<file path="src/rtl/sram_sched.sv">
// sram_sched: single-port scheduler for the board's 16-bit asynchronous SRAM.
// Optional bus hold for the host is enabled by defining SRAM_SCHED_HOLD_EN.
module sram_sched #(
    parameter int unsigned ACC_CYCLES    = 2,
    parameter logic [4:0]  VID_PAGE      = 5'b00001,
    parameter int unsigned HOST_MAX_WAIT = 64
) (
    input  logic        clk25,
    input  logic        reset_in,
    input  logic        vid_req,
    input  logic [12:0] vid_addr,
    output logic [15:0] vid_data,
    output logic        vid_valid,
    output logic        vid_overrun,
    input  logic        cpu_req,
    input  logic        cpu_we,
    input  logic        cpu_byte,
    input  logic [15:0] cpu_addr,
    input  logic [15:0] cpu_wdata,
    output logic [15:0] cpu_rdata,
    output logic        cpu_ack,
    input  logic        host_req,
    input  logic        host_we,
    input  logic [17:0] host_addr,
    input  logic [15:0] host_wdata,
    output logic [15:0] host_rdata,
    output logic        host_ack,
    input  logic        host_hold,
    output logic        host_hlda,
    output logic [17:0] ram_addr,
    input  logic [15:0] ram_dq_in,
    output logic [15:0] ram_dq_out,
    output logic        ram_dq_oe,
    output logic        ram_oe_n,
    output logic        ram_we_n,
    output logic        ram_lb_n,
    output logic        ram_ub_n
);

    localparam int unsigned PW = (ACC_CYCLES > 2) ? $clog2(ACC_CYCLES) : 1;
    localparam int unsigned WW = $clog2(HOST_MAX_WAIT + 1);
    localparam logic [PW-1:0] LAST_PHASE = PW'(ACC_CYCLES - 1);
    localparam logic [WW-1:0] WAIT_MAX = WW'(HOST_MAX_WAIT);

    typedef enum logic [1:0] {
        IDLE,
        ACC,
        DONE
    } state_t;

    typedef enum logic [1:0] {
        SRC_NONE,
        SRC_VID,
        SRC_CPU,
        SRC_HOST
    } src_t;

    state_t        state;
    state_t        state_nx;
    logic [PW-1:0] phase;
    logic [PW-1:0] phase_nx;
    src_t          sel;
    src_t          gnt;
    logic          we_q;

    logic          vid_pend;
    logic [12:0]   vid_addr_q;
    logic [WW-1:0] host_wait;
    logic          host_urgent;
    logic          host_busy;
    logic          hold_blk;

    logic [17:0]   acc_addr;
    logic          acc_we;
    logic          acc_lb_n;
    logic          acc_ub_n;
    logic [15:0]   acc_wdata;
    logic          last_phase;

    assign last_phase  = (state == ACC) && (phase == LAST_PHASE);
    assign host_urgent = host_req && (host_wait >= WAIT_MAX);
    assign host_busy   = (state != IDLE) && (gnt == SRC_HOST);

    // Arbitration: only decided while idle, fixed priority with host aging.
    always_comb begin
        sel = SRC_NONE;
        if (state == IDLE) begin
            if (vid_pend || vid_req) begin
                sel = SRC_VID;
            end else if (host_urgent) begin
                sel = SRC_HOST;
            end else if (cpu_req && !hold_blk) begin
                sel = SRC_CPU;
            end else if (host_req) begin
                sel = SRC_HOST;
            end
        end
    end

    // Address, direction, lanes and write data of the access being granted.
    always_comb begin
        acc_addr  = '0;
        acc_we    = 1'b0;
        acc_lb_n  = 1'b0;
        acc_ub_n  = 1'b0;
        acc_wdata = '0;
        case (sel)
            SRC_VID: begin
                acc_addr = {VID_PAGE, vid_pend ? vid_addr_q : vid_addr};
            end
            SRC_CPU: begin
                acc_addr = {3'b000, cpu_addr[15:1]};
                acc_we   = cpu_we;
                if (cpu_byte) begin
                    acc_lb_n  = cpu_addr[0];
                    acc_ub_n  = ~cpu_addr[0];
                    acc_wdata = {2{cpu_wdata[7:0]}};
                end else begin
                    acc_wdata = cpu_wdata;
                end
            end
            SRC_HOST: begin
                acc_addr  = host_addr;
                acc_we    = host_we;
                acc_wdata = host_wdata;
            end
            default: begin
            end
        endcase
    end

    // FSM next state: IDLE -> ACC (ACC_CYCLES phases) -> DONE -> IDLE.
    always_comb begin
        state_nx = state;
        phase_nx = phase;
        unique case (state)
            IDLE: begin
                if (sel != SRC_NONE) begin
                    state_nx = ACC;
                    phase_nx = '0;
                end
            end
            ACC: begin
                if (phase == LAST_PHASE) begin
                    state_nx = DONE;
                end else begin
                    phase_nx = phase + PW'(1);
                end
            end
            DONE: begin
                state_nx = IDLE;
            end
            default: begin
                state_nx = IDLE;
            end
        endcase
    end

    // FSM state and phase register.
    always_ff @(posedge clk25) begin
        if (reset_in) begin
            state <= IDLE;
            phase <= '0;
        end else begin
            state <= state_nx;
            phase <= phase_nx;
        end
    end

    // SRAM pins: set up at grant, write strobe from phase 1, all off at end.
    always_ff @(posedge clk25) begin
        if (reset_in) begin
            gnt        <= SRC_NONE;
            we_q       <= 1'b0;
            ram_addr   <= '0;
            ram_dq_out <= '0;
            ram_dq_oe  <= 1'b0;
            ram_oe_n   <= 1'b1;
            ram_we_n   <= 1'b1;
            ram_lb_n   <= 1'b1;
            ram_ub_n   <= 1'b1;
        end else begin
            if (sel != SRC_NONE) begin
                gnt        <= sel;
                we_q       <= acc_we;
                ram_addr   <= acc_addr;
                ram_dq_out <= acc_wdata;
                ram_dq_oe  <= acc_we;
                ram_oe_n   <= acc_we;
                ram_we_n   <= 1'b1;
                ram_lb_n   <= acc_lb_n;
                ram_ub_n   <= acc_ub_n;
            end else if (last_phase) begin
                ram_dq_oe <= 1'b0;
                ram_oe_n  <= 1'b1;
                ram_we_n  <= 1'b1;
                ram_lb_n  <= 1'b1;
                ram_ub_n  <= 1'b1;
            end else if (state == ACC && we_q) begin
                ram_we_n <= 1'b0;
            end
        end
    end

    // Capture read data at the end of the last phase; pulse ack in DONE.
    always_ff @(posedge clk25) begin
        if (reset_in) begin
            vid_valid  <= 1'b0;
            cpu_ack    <= 1'b0;
            host_ack   <= 1'b0;
            vid_data   <= '0;
            cpu_rdata  <= '0;
            host_rdata <= '0;
        end else begin
            vid_valid <= 1'b0;
            cpu_ack   <= 1'b0;
            host_ack  <= 1'b0;
            if (last_phase) begin
                case (gnt)
                    SRC_VID: begin
                        vid_valid <= 1'b1;
                        vid_data  <= ram_dq_in;
                    end
                    SRC_CPU: begin
                        cpu_ack <= 1'b1;
                        if (!we_q) begin
                            cpu_rdata <= ram_dq_in;
                        end
                    end
                    SRC_HOST: begin
                        host_ack <= 1'b1;
                        if (!we_q) begin
                            host_rdata <= ram_dq_in;
                        end
                    end
                    default: begin
                    end
                endcase
            end
        end
    end

    // Video request latch: newest address wins, losing one is sticky overrun.
    always_ff @(posedge clk25) begin
        if (reset_in) begin
            vid_pend    <= 1'b0;
            vid_addr_q  <= '0;
            vid_overrun <= 1'b0;
        end else begin
            if (vid_req) begin
                vid_addr_q <= vid_addr;
                if (vid_pend && sel != SRC_VID) begin
                    vid_overrun <= 1'b1;
                end
            end
            if (sel == SRC_VID) begin
                vid_pend <= vid_pend && vid_req;
            end else begin
                vid_pend <= vid_pend || vid_req;
            end
        end
    end

    // Host aging counter: counts waiting clocks, saturates, clears on grant.
    always_ff @(posedge clk25) begin
        if (reset_in) begin
            host_wait <= '0;
        end else if (sel == SRC_HOST) begin
            host_wait <= '0;
        end else if (host_req && !host_busy && host_wait != WAIT_MAX) begin
            host_wait <= host_wait + WW'(1);
        end
    end

`ifdef SRAM_SCHED_HOLD_EN
    logic hlda_q;
    logic cpu_busy;

    assign hold_blk  = host_hold;
    assign cpu_busy  = (state != IDLE) && (gnt == SRC_CPU);
    assign host_hlda = hlda_q;

    // Hold acknowledge once no CPU access is in flight; drops after hold.
    always_ff @(posedge clk25) begin
        if (reset_in) begin
            hlda_q <= 1'b0;
        end else if (!host_hold) begin
            hlda_q <= 1'b0;
        end else if (!cpu_busy && sel != SRC_CPU) begin
            hlda_q <= 1'b1;
        end
    end
`else
    logic unused_hold;

    assign hold_blk    = 1'b0;
    assign host_hlda   = 1'b0;
    assign unused_hold = host_hold;
`endif

endmodule

</file>
<file path="config.mk">
export PLATFORM = sky130hd
export DESIGN_NAME = sram_sched
export DESIGN_NICKNAME = d
export VERILOG_FILES = /design/src/rtl/sram_sched.sv
export SDC_FILE = /design/constraint.sdc
export NUM_CORES = 1
export LEC_CHECK = 0
export CAP_MARGIN = 40
export CORE_MARGIN = 2
export CORE_UTILIZATION = 47
export CTS_BUF_LIST = sky130_fd_sc_hd__clkbuf_16
export DETAILED_ROUTE_END_ITERATION = 16
export GPL_TIMING_DRIVEN = 0
export HOLD_SLACK_MARGIN = 0.02
export PLACE_DENSITY = 0.95
export SYNTH_ARGS = -nofsm -noshare
export SYNTH_HDL_FRONTEND = slang
export SYNTH_SLANG_ARGS = --single-unit
</file>
<file path="constraint.sdc">
create_clock -name clk25 -period 4.7 [get_ports clk25]
set_clock_uncertainty 0.15 [all_clocks]
set_input_delay 0.94 -clock clk25 [delete_from_list [all_inputs] [get_ports clk25]]
set_output_delay 0.94 -clock clk25 [all_outputs]
set_load 0.05 [all_outputs]
</file>
==> run metrics, run 1 <==
reg2reg end=ram_addr[4]; flop-to-flop setup slack=2.59 ns; final period utilization=57.2%; IO Pins=roughly 200; max cap viols=0; initial antenna violation count=0; setup slack at placement=1.63 ns; normalized max-slew margin=53.7%; Distinct cells, synth=50; Crit Path Max Fanout=2; unrepaired setup endpoints after global routing=no; DIE WIDTH=106 microns; routing usage on met3=9.07%; critical path class=flop to output port; clk slew on worst S/H paths=about 0.06 ns; vias=around 4.7k; Synth Register Bits=118; DR vias/cell=between 5 and 6; area share of the largest cell type after synthesis=between 40% and 50%; drt pass-1 iters=5; cell taking the most area after synthesis=dfxtp_1; post-synthesis sequential area ratio=47.9%; Worst Hold Class=flop to flop; slowest CP cell=clkdlybuf4s50_1; layout cell share with drive strength beyond 1=a little over a tenth; CP Capture Type=output port; Core Rows=37; async set-reset flop share out of synthesis=0%; final-report hold violation count=0; met1 Use GR=29.7%; cts bufs inserted=17; Initial Utilization=48.0%; DIE AREA=11300 sq um; CP cell instances=clkdlybuf4s50_1; CP bufs+invs=1; synthesized area per cell=roughly 10 sq um; synth top area cells=dfxtp_1 (48%), mux2i_1 (15%), mux2_2 (4.8%); n_diodes=0; Post-Syn Instances=just over 500; GPL Wtd Cong=between 0.8 and 0.9; Fmax=372 MHz; # Post-CTS Setup Buffers=0; synth-to-layout area growth=54.5%; most used flip-flop cell after synthesis=dfxtp_1; Critical Path AT=~1.6 ns; outcome=complete, no violations; 1st-iter DRT viols=259; TNS Setup=0 ns; Peak VDD IR=0.000225 V; Reg2Reg Depth=6; nets@finish=818; Final setup viols=0; core region area=10300 sq um; number of flops mapped to enable cells by yosys=0; Final Critical Period=2.69 ns; origin of the worst setup path=ram_dq_out[2]; DRT antenna net count=0; pin count of the biggest net entering global routing=17; WL/cell=18.0 microns; # DRC=0; CP delay by family, top=buffers and inverters; first-pass GRT wire length=24300 microns; latest clock arrival within the worst-skew pair=0.40 ns; H-tree depth=4; grt total ovfl=0; HPWL Detailed=11400 microns; CTS tree=yes; die height=106 microns; CTS Sinks=118; vias in the first global route=4908; max-slew violations=0; synth warn=0; final WL=15500 microns; Final WS setup=2.01 ns; Least-Margin Pin Slew=~0.70 ns; Root Driver=clkbuf_16; CP Depth=1; global route hottest layer=met2; Leakage Power=between 2 and 3 nW; post-CTS sizing=0; Syn Nets=around 600; PD cells=~390 nW/um^2; Inst Count DP=829; Reg2Reg Launch Point=vid_pend; Critical Path Source Type=flop; Hold Buf Count CTS=0; Finished Layout Cells=861; met2 usage=49.9%; CP peak stage delay=~0.84 ns; post-synthesis cell area=a little under 5000 sq um; CTS Buffer Depth=2; GRT Util Overall=between 20% and 30%; Setup crit end=ram_dq_out[2]; Port-buffer cells=190; worst path required time=3.61 ns; final hold slack=0.317 ns
==> per-stage QoR <==
step	utilization (%)	power, mW	instance area (sq um)
2_1_floorplan	-	1.39	4930
3_3_place_gp	68.2	1.60	7000
3_5_place_dp	68.2	1.61	7000
4_1_cts	74.1	2.94	7620
5_1_grt	74.1	3.02	7620
6_report	74.1	2.94	7620
==> layer usage <==
metal  vias up  share of wire, %
li1       2197                 -
met1      2227                38
met4         0               2.2
met3        26               9.0
met5         -                 0
met2       240                50
==> synth_stat cells, types with 2 or more instances <==
master     number
dfxtp_1       118
mux2i_1        76
nor2_1         62
nand2_1        48
a21oi_1        37
mux2_2         21
clkbuf_1       17
o221ai_1       13
o2bb2ai_1      12
nand3_1         9
buf_2           8
o21ai_0         6
buf_4           5
buf_6           5
inv_1           5
nor3_1          5
xnor2_1         5
nand4_1         4
a21boi_0        3
a22oi_1         3
buf_1           3
nand2b_1        3
o211ai_1        3
o21ai_1         3
or2_2           3
ha_1            2
==> worst register-to-register path, delay by kind of cell (launching register included) <==
| kind | cells | cell delay (ns) |
|---|---|---|
| buffers and inverters | 2 | 0.60 |
| AND/OR/NAND/NOR | 1 | 0.14 |
| AO/OA/AOI/OAI | 3 | 0.79 |
| flip-flops | 1 | 0.35 |
==> cells in the final DEF (no fill, tap or decap), types with 5 or more instances in the layout <==
cell and n:
nand2_1 48, nand3_1 9, dfxtp_1 118, buf_6 5, o2bb2ai_1 12, nor2_1 62, a21oi_1 37, clkbuf_1 17
o221ai_1 13, xnor2_1 5, clkdlybuf4s50_1 190, buf_2 8, clkbuf_16 17, buf_4 5, o21ai_0 6, mux2_2 21
inv_1 7, mux2i_1 76, nor3_1 5
==> registers in the layout, summed over array words and instances, names as in the netlist <==
signal and cells:
ram_addr 18, cpu_rdata 16, host_rdata 16, ram_dq_out 16
vid_data 16, vid_addr_q 13, host_wait 7, gnt 2
state 2, cpu_ack 1, host_ack 1, phase 1
ram_dq_oe 1, ram_lb_n 1, ram_oe_n 1, ram_ub_n 1
ram_we_n 1, vid_overrun 1, vid_pend 1, vid_valid 1
we_q 1
==> layout make-up <==
type / instances / area (sq um)
fill: 679 / 2660
sequential: 118 / 2360
multi-input combinational: 342 / 2340
timing repair buffer: 190 / 1900
clock buffer: 17 / 425
buffer: 38 / 209
clock inverter: 15 / 189
tap: 136 / 170
inverter: 5 / 18.8
==> cells by family (layout without fill, tap and decap cells) <==
kind of cell	Yosys count	count (layout)	synth area share, %
compound gates	89	89	12.1
xor+xnor	6	6	1.07
fa+ha+maj	2	2	0.507
buf+inv	43	265	4.62
flops	118	118	47.9
mux	97	97	20.2
other cells	1	1	0.0760
simple gates	147	147	13.5
==> power by group <==
group / switching, mW / leakage, nW / internal (mW)
Clock: 0.455 / 0.295 / 0.880
Combinational: 0.298 / 1.72 / 0.221
Sequential: 0.0321 / 0.961 / 1.05
Total: 0.785 / 2.98 / 2.15
==> how the worst min path moves through the flow <==
stage,start,to,slack [ns],cells past startpoint
floorplan,phase,phase,0.29,2
global placement,vid_data[7],vid_data[7],0.29,2
detailed placement,ram_dq_out[14],ram_dq_out[14],0.30,1
CTS,vid_data[8],vid_data[8],0.31,2
global route,vid_data[10],vid_data[10],0.33,2
finish,vid_data[8],vid_data[8],0.32,2
No activity file was read; power rests on OpenSTA's default activity.
==> inputs of run 2 (changes only) <==
--- a/config.mk
+++ b/config.mk
@@ -7,12 +7,12 @@
 export LEC_CHECK = 0
 export CAP_MARGIN = 40
 export CORE_MARGIN = 2
-export CORE_UTILIZATION = 47
+export CORE_UTILIZATION = 44
 export CTS_BUF_LIST = sky130_fd_sc_hd__clkbuf_16
 export DETAILED_ROUTE_END_ITERATION = 16
 export GPL_TIMING_DRIVEN = 0
 export HOLD_SLACK_MARGIN = 0.02
-export PLACE_DENSITY = 0.95
+export PLACE_DENSITY = 0.92
 export SYNTH_ARGS = -nofsm -noshare
 export SYNTH_HDL_FRONTEND = slang
 export SYNTH_SLANG_ARGS = --single-unit
==> constraint.sdc (replaced) <==
create_clock -name clk25 -period 2.8 [get_ports clk25]
set_clock_uncertainty 0.15 [all_clocks]
set_input_delay 0.56 -clock clk25 [delete_from_list [all_inputs] [get_ports clk25]]
set_output_delay 0.56 -clock clk25 [all_outputs]
set_load 0.05 [all_outputs]
==> run 2 against run 1 <==
Register-to-register slack got worse by 1.9 ns. Combinational power rose by 68%. Non-clock buffer count did not move. Cell area fell by 0.18%. Die area rose by 6.6%. Critical path depth rose by 6. First-iteration DRC count rose by 7.3%. Routed wire length rose by 0.57%. Clock power rose by 63%. Worst setup slack got worse by 1.6 ns. Total power rose by 66%. Flip-flop and latch count did not move. Critical endpoint is now ram_dq_out[6].
==> run metrics, run 2 (same netlist as run 1, synthesis figures left out) <==
vias in the first global route=4851; latest clock arrival within the worst-skew pair=0.41 ns; final period utilization=83.8%; IO Pins=196; CP peak stage delay=between 0.4 and 0.5 ns; Fmax=426 MHz; CTS Buffer Depth=2; Least-Margin Pin Slew=about 0.67 ns; CP delay by family, top=buffers and inverters; normalized max-slew margin=55.0%; layout cell share with drive strength beyond 1=a little over a tenth; PD cells=642 nW/um^2; CP cell instances=clkdlybuf4s50_1, clkbuf_1, a211o_1, buf_2, a211oi_2, buf_4, o2bb2ai_1; # Post-CTS Setup Buffers=0; nets@finish=818; post-CTS sizing=0; Root Driver=clkbuf_16; synth-to-layout area growth=54.2%; slowest CP cell=clkdlybuf4s50_1; unrepaired setup endpoints after global routing=no; global route hottest layer=met2; Reg2Reg Depth=5; Critical Path AT=2.52 ns; final-report hold violation count=0; worst hold path cell count=2; H-tree depth=4; Min-Delay Endpoint=vid_data[11]; Crit Path Max Fanout=10; Core Rows=38; Peak VDD IR=approximately 0.00034 V; met1 Use GR=27.7%; worst path required time=roughly 3 ns; flop-to-flop setup slack=around 0.67 ns; reg2reg end=ram_addr[9]; GPL Wtd Cong=0.874; Final setup viols=0; initial antenna violation count=0; routing usage on met3=under 10%; core region area=10900 sq um; fin util=~70%; met2 usage=47.3%; pin count of the biggest net entering global routing=17; max reg flops=18; commonest non-fill, non-tap cell in the layout=clkdlybuf4s50_1; Hold Buf Count CTS=0; CP bufs+invs=4; outcome=complete, no violations; Worst Hold Class=flop to flop; # DRC=0; DR vias/cell=5.43; drt pass-1 iters=5; CTS Sinks=118; grt total ovfl=0; CP Capture Type=flop; Final Critical Period=2.35 ns; Reg2Reg Launch Point=state[1]; clk slew on worst S/H paths=0.05 ns; first-pass GRT wire length=23900 microns; n_diodes=0; final WL=15600 microns; Initial Utilization=45.3%; commonest non-fill, non-tap cells in the layout=clkdlybuf4s50_1 (190), dfxtp_1 (118), mux2i_1 (76); GRT Util Overall=26.0%; max-slew violations=0; Most flops, register=ram_addr; max cap viols=0; cts bufs inserted=17; DRT antenna net count=0; WL/cell=18.1 microns; Leakage Power=~3.0 nW; Port-buffer cells=190; HPWL Detailed=11400 microns; die height=around 110 microns; vias=4689; CTS tree=yes; DIE WIDTH=110 microns; critical path class=primary input to flop; 1st-iter DRT viols=around 280; DIE AREA=12100 sq um; Critical Path Source Type=primary input; TNS Setup=0 ns; Hold Crit Start=vid_data[11]
## run 2: metrics by stage
stage / instances / hold slack, ns / area (sq um) / setup slack [ns] / total power [mW]
after global placement: 833 / 0.294 / 7010 / 0.143 / 2.68
after global routing: 864 / 0.329 / 7600 / 0.392 / 5.03
after detailed placement: 833 / 0.296 / 7010 / 0.0855 / 2.71
final: 864 / 0.309 / 7600 / 0.454 / 4.88
after CTS: 864 / 0.308 / 7600 / 0.470 / 4.90
after floorplan: 503 / 0.295 / 4930 / 0.826 / 2.34
## run 2: cell type report
type | count | area (sq um)
plain buffers | 38 | 209
clock buffers | 17 | 425
clock inverters | 14 | 170
fillers | 782 | 3280
inverters | 5 | 18.8
multi-input cells | 342 | 2340
flip-flops and latches | 118 | 2360
well taps | 140 | 175
repair buffers | 190 | 1900
## run 2: power by group
group	switching, mW	internal (mW)
registers	0.0544	1.76
logic	0.501	0.372
clock network	0.730	1.46
total	1.29	3.60
## run 2: worst max-delay path by stage
stage	cells past startpoint	start	slack (ns)	endpoint
final	7	host_req	0.45	ram_dq_out[6]
after CTS	1	ram_dq_out[15]	0.47	ram_dq_out[15]
after floorplan	6	vid_req	0.83	ram_dq_out[11]
after global routing	7	host_req	0.39	ram_dq_out[5]
after global placement	7	host_req	0.14	ram_dq_out[6]
after detailed placement	7	host_req	0.09	ram_dq_out[6]
## run 2: worst min-delay path: cells and delay by family (launching register included)
kind / cells / cell delay [ns]
AO/OA/AOI/OAI: 1 / 0.05
AND/OR/NAND/NOR: 1 / 0.05
flip-flops: 1 / 0.31
## run 2: metal layers
metal / share of wire, % / vias to the layer above
met5: 0 / -
met4: 2.3 / 0
met3: 9.2 / 35
met2: 51 / 238
met1: 38 / 2233
li1: - / 2183
